## config.mk

```make
export PLATFORM = sky130hd
export DESIGN_NAME = jpeg_cone_eval_arbiter_flat
export DESIGN_NICKNAME = d
export VERILOG_FILES = /design/src/rtl/jpeg_cone_eval_arbiter_if.sv /design/src/rtl/jpeg_cone_eval_arbiter.sv /design/src/flat_wrapper.sv
export SDC_FILE = /design/constraint.sdc
export NUM_CORES = 1
export LEC_CHECK = 0
export BUFFER_PORTS_ARGS = -buffer_cell sky130_fd_sc_hd__clkbuf_2
export CAP_MARGIN = 20
export CORE_ASPECT_RATIO = 0.5
export CORE_MARGIN = 2
export CORE_UTILIZATION = 29
export DETAILED_ROUTE_END_ITERATION = 8
export PLACE_DENSITY = 0.78
export SETUP_SLACK_MARGIN = 0.15
export SYNTH_ARGS = -nofsm -noshare
export SYNTH_HDL_FRONTEND = slang
export SYNTH_SLANG_ARGS = --single-unit
```

## constraint.sdc

```tcl
create_clock -name clk -period 1.93 [get_ports clk]
set_input_delay 0.2895 -clock clk [delete_from_list [all_inputs] [get_ports clk]]
set_output_delay 0.2895 -clock clk [all_outputs]
set_load 0.01 [all_outputs]
```

## src/rtl/jpeg_cone_eval_arbiter_if.sv

```systemverilog
// Request/response bundle between the cone-evaluator requesters and the shared arbiter.
// master = requester/downstream side, slave = arbiter side.
interface jpeg_cone_eval_arbiter_if #(
  parameter int NREQ = 4,
  parameter int W    = 8,
  parameter int IDW  = 2
);
  logic [NREQ-1:0]       req_valid;
  logic [NREQ-1:0]       req_ready;
  logic [NREQ*5*W-1:0]   req_op;
  logic                  rsp_valid;
  logic                  rsp_ready;
  logic [W-1:0]          rsp_data;
  logic [IDW-1:0]        rsp_id;

  modport master (
    output req_valid, req_op, rsp_ready,
    input  req_ready, rsp_valid, rsp_data, rsp_id
  );

  modport slave (
    input  req_valid, req_op, rsp_ready,
    output req_ready, rsp_valid, rsp_data, rsp_id
  );
endinterface

```

## src/rtl/jpeg_cone_eval_arbiter.sv

```systemverilog
// Shares one registered AOI cone evaluator Y = ~((l0&l1&l2)|(l3&l4)) among NREQ requesters,
// with round-robin or fixed-priority arbitration and a backpressured, ID-tagged response.
module jpeg_cone_eval_arbiter #(
  parameter int NREQ = 4,
  parameter int W    = 8,
  parameter int IDW  = 2
) (
  input  logic                      clk,
  input  logic                      rst,
  input  logic                      cfg_rr_en,
  jpeg_cone_eval_arbiter_if.slave   bus,
  output logic                      busy
);

  logic [IDW-1:0]   ptr_r;
  logic             rsp_valid_r;
  logic [W-1:0]     rsp_data_r;
  logic [IDW-1:0]   rsp_id_r;

  logic             can_issue_s;
  logic             found_s;
  logic [IDW-1:0]   idx_s;
  logic [IDW-1:0]   grant_id_s;
  logic             transfer_s;
  logic [NREQ-1:0]  req_ready_s;
  logic [5*W-1:0]   lanes_s;

  function automatic logic [W-1:0] cone_eval(input logic [5*W-1:0] lanes);
    logic [W-1:0] l0, l1, l2, l3, l4;
    l0 = lanes[0*W +: W];
    l1 = lanes[1*W +: W];
    l2 = lanes[2*W +: W];
    l3 = lanes[3*W +: W];
    l4 = lanes[4*W +: W];
    return ~((l0 & l1 & l2) | (l3 & l4));
  endfunction

  // Winner search: rotating start after the last grant, or plain lowest index.
  always_comb begin
    can_issue_s = ~rsp_valid_r | bus.rsp_ready;
    found_s     = 1'b0;
    grant_id_s  = '0;
    idx_s       = '0;
    for (int i = 0; i < NREQ; i++) begin
      if (cfg_rr_en) begin
        idx_s = IDW'((int'(ptr_r) + 1 + i) % NREQ);
      end else begin
        idx_s = IDW'(i);
      end
      if (!found_s && bus.req_valid[idx_s]) begin
        found_s    = 1'b1;
        grant_id_s = idx_s;
      end else begin
        found_s    = found_s;
      end
    end
    transfer_s = found_s & can_issue_s & ~rst;
  end

  // One-hot accept and operand mux for the winning requester.
  always_comb begin
    req_ready_s = '0;
    lanes_s     = '0;
    for (int r = 0; r < NREQ; r++) begin
      if (transfer_s && (grant_id_s == IDW'(r))) begin
        req_ready_s[r] = 1'b1;
        lanes_s        = bus.req_op[r*5*W +: 5*W];
      end else begin
        req_ready_s[r] = 1'b0;
      end
    end
  end

  // Response register and round-robin pointer; a pop without a new transfer keeps data/id.
  always_ff @(posedge clk) begin
    if (rst) begin
      rsp_valid_r <= 1'b0;
      rsp_data_r  <= '0;
      rsp_id_r    <= '0;
      ptr_r       <= IDW'(NREQ - 1);
    end else if (transfer_s) begin
      rsp_valid_r <= 1'b1;
      rsp_data_r  <= cone_eval(lanes_s);
      rsp_id_r    <= grant_id_s;
      ptr_r       <= grant_id_s;
    end else if (bus.rsp_ready) begin
      rsp_valid_r <= 1'b0;
    end else begin
      rsp_valid_r <= rsp_valid_r;
    end
  end

  assign bus.req_ready = req_ready_s;
  assign bus.rsp_valid = rsp_valid_r;
  assign bus.rsp_data  = rsp_data_r;
  assign bus.rsp_id    = rsp_id_r;
  assign busy          = rsp_valid_r | (|bus.req_valid);

endmodule

```

## src/flat_wrapper.sv

```systemverilog
// flat-port wrapper written by rule: the top's interface ports become plain ports
module jpeg_cone_eval_arbiter_flat 
#(
  parameter int NREQ = 4,
  parameter int W    = 8,
  parameter int IDW  = 2
)
  (clk, rst, cfg_rr_en, busy, bus_req_valid, bus_req_op, bus_rsp_ready, bus_req_ready, bus_rsp_valid, bus_rsp_data, bus_rsp_id);
  jpeg_cone_eval_arbiter_if #(.NREQ(NREQ), .W(W), .IDW(IDW)) bus_i ();
  input  logic clk;
  input  logic rst;
  input  logic cfg_rr_en;
  output logic busy;
  input wire logic [$bits(bus_i.req_valid)-1:0] bus_req_valid;
  input wire logic [$bits(bus_i.req_op)-1:0] bus_req_op;
  input wire logic [$bits(bus_i.rsp_ready)-1:0] bus_rsp_ready;
  output wire logic [$bits(bus_i.req_ready)-1:0] bus_req_ready;
  output wire logic [$bits(bus_i.rsp_valid)-1:0] bus_rsp_valid;
  output wire logic [$bits(bus_i.rsp_data)-1:0] bus_rsp_data;
  output wire logic [$bits(bus_i.rsp_id)-1:0] bus_rsp_id;
  assign bus_i.req_valid = bus_req_valid;
  assign bus_i.req_op = bus_req_op;
  assign bus_i.rsp_ready = bus_rsp_ready;
  assign bus_req_ready = bus_i.req_ready;
  assign bus_rsp_valid = bus_i.rsp_valid;
  assign bus_rsp_data = bus_i.rsp_data;
  assign bus_rsp_id = bus_i.rsp_id;
  jpeg_cone_eval_arbiter #(.NREQ(NREQ), .W(W), .IDW(IDW)) u_core (.clk(clk), .rst(rst), .cfg_rr_en(cfg_rr_en), .bus(bus_i), .busy(busy));
endmodule
```

## Word level (Yosys, flattened, before mapping)

Index checks and enable logic that the tools add are counted.

- Register bits after elaboration: 13
- Bits of input ports: 168
- Output and inout bits: 16
- Logic and storage cells: 69

- Add/sub/neg operators: 4
- Order comparisons: 4
- Eq/ne operators: 3
- Mux-type cells: 30
- Bitwise gates (word level): 11
- Reductions and logical operators: 13

Operators by type and width:

| kind | count |
|---|---|
| two-way mux 40 bit | 4 |
| bitwise AND 8 bit | 3 |
| two-way mux 2 bit | 8 |
| two-way mux 1 bit | 14 |
| less-than comparator 2 x 3 -> 1 bit, second input constant | 4 |
| binary-select mux 1 bit (select 2 bit) | 4 |
| NOT 8 bit | 1 |
| bitwise OR 8 bit | 1 |
| logical AND 1 bit | 7 |
| adder 2 x 1 -> 2 bit, second input constant | 2 |
| adder 2 bit, second input constant | 2 |
| equality test 2 bit, second input constant | 2 |
| OR reduction 4 bit | 1 |
| zero test 1 bit | 3 |
| bitwise AND 1 bit | 2 |
| equality test 2 x 1 -> 1 bit, second input constant | 1 |
| zero test 2 bit | 1 |
| NOT 1 bit | 2 |
| bitwise OR 1 bit | 2 |
| nonzero test 2 bit | 1 |

## Logic depth before layout (Yosys ltp)

- Depth after elaboration: 25
- Gate-level depth with buffers: 9
- Gate-level depth less buffers: 7

## Least setup slack after synthesis

Ideal clock, no wire load.

- Path kind: register to output
- Start point: register u_core.ptr_r[0]
- End point: output port bus_req_ready[1]
- Data arrival time: 1,593 ps
- Required time: 1,640 ps
- Path slack: 48 ps
- Stages on the path, launching flop included: 9
- Path through: dfxtp_1 -> buf_6 -> and2b_1 -> a211oi_1 -> a32oi_1 -> buf_6 -> and2_1 -> buf_2 -> nor2b_1

- Longest elaborated chain between the ends: 18
- Elaborated cells on any way between the ends: 35
- Classes of those cells: add/sub (4); eq/ne (1); mux (21); bitwise (2); reduce/logical (7)

RTL lines:

| what | RTL line | RTL |
|---|---|---|
| from (decl) | jpeg_cone_eval_arbiter.sv:15 | `logic [IDW-1:0] ptr_r;` |
| from (signal assigned) | jpeg_cone_eval_arbiter.sv:80 | `ptr_r <= IDW'(NREQ - 1);` |
| from (signal assigned) | jpeg_cone_eval_arbiter.sv:85 | `ptr_r <= grant_id_s;` |
| adder 2 x 1 -> 2 bit * | jpeg_cone_eval_arbiter.sv:46 | `idx_s = IDW'((int'(ptr_r) + 1 + i) % NREQ);` |
| parallel branches: the longest is 15 deep, another holds adder 2 bit | n/a |  |
| logical AND 1 bit * | jpeg_cone_eval_arbiter.sv:65 | `if (transfer_s && (grant_id_s == IDW'(r))) begin` |
| two-way mux 1 bit * | jpeg_cone_eval_arbiter.sv:65 |  |
| to (decl) | flat_wrapper.sv:17 | `output wire logic [$bits(bus_i.req_ready)-1:0] bus_req_ready;` |

Mark *: on every way between the ends. The select of a mux whose other input is x is not followed.

## Worst setup path in the final report

- Start point: register u_core.ptr_r[0]
- End point: output port bus_req_ready[3]

The elaborated chain is that of the path after synthesis.

==> out/metrics.yaml <==
outcome: "finished, violations left"
violations: "negative setup slack"
cts_tree: "built"
synthesis.area_um2: 1416
peakVddDrop_v: 0.0002416
drt-vias-per-instance: 5.029
hold_class: "primary input to flip-flop"
final_antenna_net_count: 0
syn_nets: 352
wl_per_cell_um: 15.55
grt_pass1_vias: 2365
path_class: "flip-flop to primary output"
synth_cell_type_count: 35
cts_sinks: 13
cts_hold_buf: 0
nets: 558
rows: 17
synthCells: 184
area_delta_synth_final_pct: 96.55
maxCapViolCount: 0
syn_area_per_cell_um2: 7.698
r2r_cells: 11
synth_top_area_frac: 0.1837
period_minus_slack_ns: 2.208
initial_core_util: 0.3112
core_um2: 4552
power.density_nw_per_um2: 534.8
fin_hold_ws_ns: 0.3600
holdPathStages: 3
cts_inserted_buffers: 3
synth_most_common_cell: "nand2_1"
fin_crit_sh: 1.144
dieHeight_um: 53.42
first_pass_iters: 4
worst_pin_slew_ns: 0.4645
grtUsageMet2: 0.4553
drc: 0
clockBufferDepth: 2
finalSetupViolCount: 12
slew_violations: 0
fmax_ghz: 0.4529
synth_edf_count: 0
yosysSeqAreaShare: 0.1837
synthArstFlopShare: 0
cp-start-kind: "flip-flop"
portBuffers: 183
yosys_warnings: 0
hold_viol: 0
fill_cells: 429
grt-busiest-layer: "met2"
rsz0062_at_grt: "yes"
cts_root_buf: "clkbuf_8"
synthTopCellsByArea: "dfxtp_1 18%, a32o_1 11%, mux2i_1 6.4%"
place_ws_ns: -0.1806
synthFlopType: "dfxtp_1"
reg2reg_slack_ns: -0.21
grt_max_degree: 18
ctsHtreeMaxLevel: 1
grt-ovfl-total: 0
worstPathRequired_ns: 1.64
maxSlewHeadroom: 0.6875
drive_gt1_frac: 0.6195
finClkSkew_ns: 0.001516
cp_data_arrival_time_ns: 1.92
grtUsageMet3: 0.05680
gp_congestion: 0.8614
dp_hpwl_mm: 5.752
drtIter0Drc: 95
crit_fanout: 8
antenna_found_initial: 0
fin_ws_ns: -0.2780
synthTopCellsByCount: "19 x nand2_1, 17 x nand3_1, 16 x a32o_1"
routed-via-count: 2288
postPlaceCellArea_um2: 2562
min_to: "u_core.ptr_r[1]"
grt_pass1_wl_mm: 10.45
insertedDiodeCount: 0
r2r_start: "u_core.ptr_r[0]"
met1_usage: 0.2930
die_w_um: 102.8
clk_pin_slew_ns: 0.06
io_pins: 184
final_area_um2: 2784
p_leak_nw: 1.505
crit_path_end_kind: "primary output"
routed_wl_mm: 7.073
clock_latency_ns: 0.24
worstHoldStart: "rst"
synth_area_leader_cell: "dfxtp_1"
ys_ff_latch: 13
grt_util_all_layers: 0.2457
die_area_um2: 5493
r2r_end: "u_core.bus.rsp_data[6]"
-- where the power goes --
| group | internal [W] | leakage [nW] | total [W] | switching [W] |
|---|---|---|---|---|
| combinational | 0.000496 | 1.37 | 0.000894 | 0.000398 |
| sequential | 0.000313 | 0.109 | 0.000346 | 0.0000333 |
| clock | 0.000146 | 0.0228 | 0.000248 | 0.000103 |
| total | 0.000955 | 1.51 | 0.00149 | 0.000534 |
-- area by class of cell --
class	instances	area [um^2]	share of cell area
timing repair buffer	213	1195	0.4292
multi-input combinational	157	1189	0.4270
sequential	13	265.3	0.09528
tap	66	82.58	0.02966
clock buffer	4	45.04	0.01618
inverter	2	7.507	0.002697
-- layer usage --
metal  wire (um)  vias to the layer above
met5           0                        -
met4          58                        0
met3         353                       10
met2        3806                       73
met1        2855                     1062
li1            -                     1143
-- worst max-delay path, cell delays in order (launching register included) --
cell	delay, ns
dfxtp_4	0.37
and2b_2	0.25
a21o_1	0.17
a22o_1	0.20
a21o_1	0.22
buf_12	0.16
nor3_2	0.17
buf_2	0.15
-- sequential cells by signal (all words and copies together) (netlist names) --
signal / flops
u_core.bus.rsp_data: 8
u_core.ptr_r: 2
u_core.bus.rsp_valid: 1
u_core.bus.rsp_id: 2
-- cells in the final DEF (no fill, tap or decap), drive strengths merged, types with 6 or more instances in the layout --
| master | n |
|---|---|
| a21oi | 10 |
| a22oi | 8 |
| a32o | 16 |
| a41o | 8 |
| buf | 33 |
| clkbuf | 184 |
| dfxtp | 13 |
| mux2i | 9 |
| nand2 | 19 |
| nand3 | 17 |
| nor2 | 8 |
| nor2b | 6 |
| nor3b | 9 |
| o21ai | 13 |
| o22a | 8 |
-- kinds of logic (layout without fill, tap and decap cells) --
group / Yosys count / after routing / synth area share
buf+inv: 14 / 219 / 0.05741
compound gates: 74 / 74 / 0.4161
flops: 13 / 13 / 0.1837
simple gates: 74 / 74 / 0.2791
mux: 9 / 9 / 0.06361
-- how the worst max path moves through the flow --
stage	startpoint	endpoint	cells past startpoint	slack, ns
after CTS	u_core.ptr_r[0]	bus_req_ready[2]	8	-0.24
after floorplan	u_core.ptr_r[1]	bus_req_ready[3]	7	0.12
final	u_core.ptr_r[0]	bus_req_ready[3]	7	-0.28
after global routing	u_core.ptr_r[0]	bus_req_ready[2]	8	-0.34
after global placement	bus_req_valid[1]	u_core.bus.rsp_data[2]	10	-0.10
after detailed placement	bus_req_valid[1]	u_core.bus.rsp_data[2]	10	-0.18
-- through the flow --
| step | std cells | total power [W] | utilization | TNS, ns |
|---|---|---|---|---|
| after detailed placement | 442 | 0.001110 | 0.5629 | -1.525 |
| final | 455 | 0.001489 | 0.6116 | -2.376 |
| after global placement | 442 | 0.001089 | 0.5629 | -0.9076 |
| after global routing | 455 | 0.001582 | 0.6116 | -3.433 |
| after floorplan | 184 | 0.0007704 | - | 0 |
| after CTS | 454 | 0.001451 | 0.5976 | -2.300 |
-- what timing repair did --
action                                  CTS  global route
gates cloned                              1             0
gates resized for setup                   7            22
endpoints found under the setup margin   13            14
buffers inserted                          7             2
pin swaps                                 4             5
No activity file was read; power rests on OpenSTA's default activity.
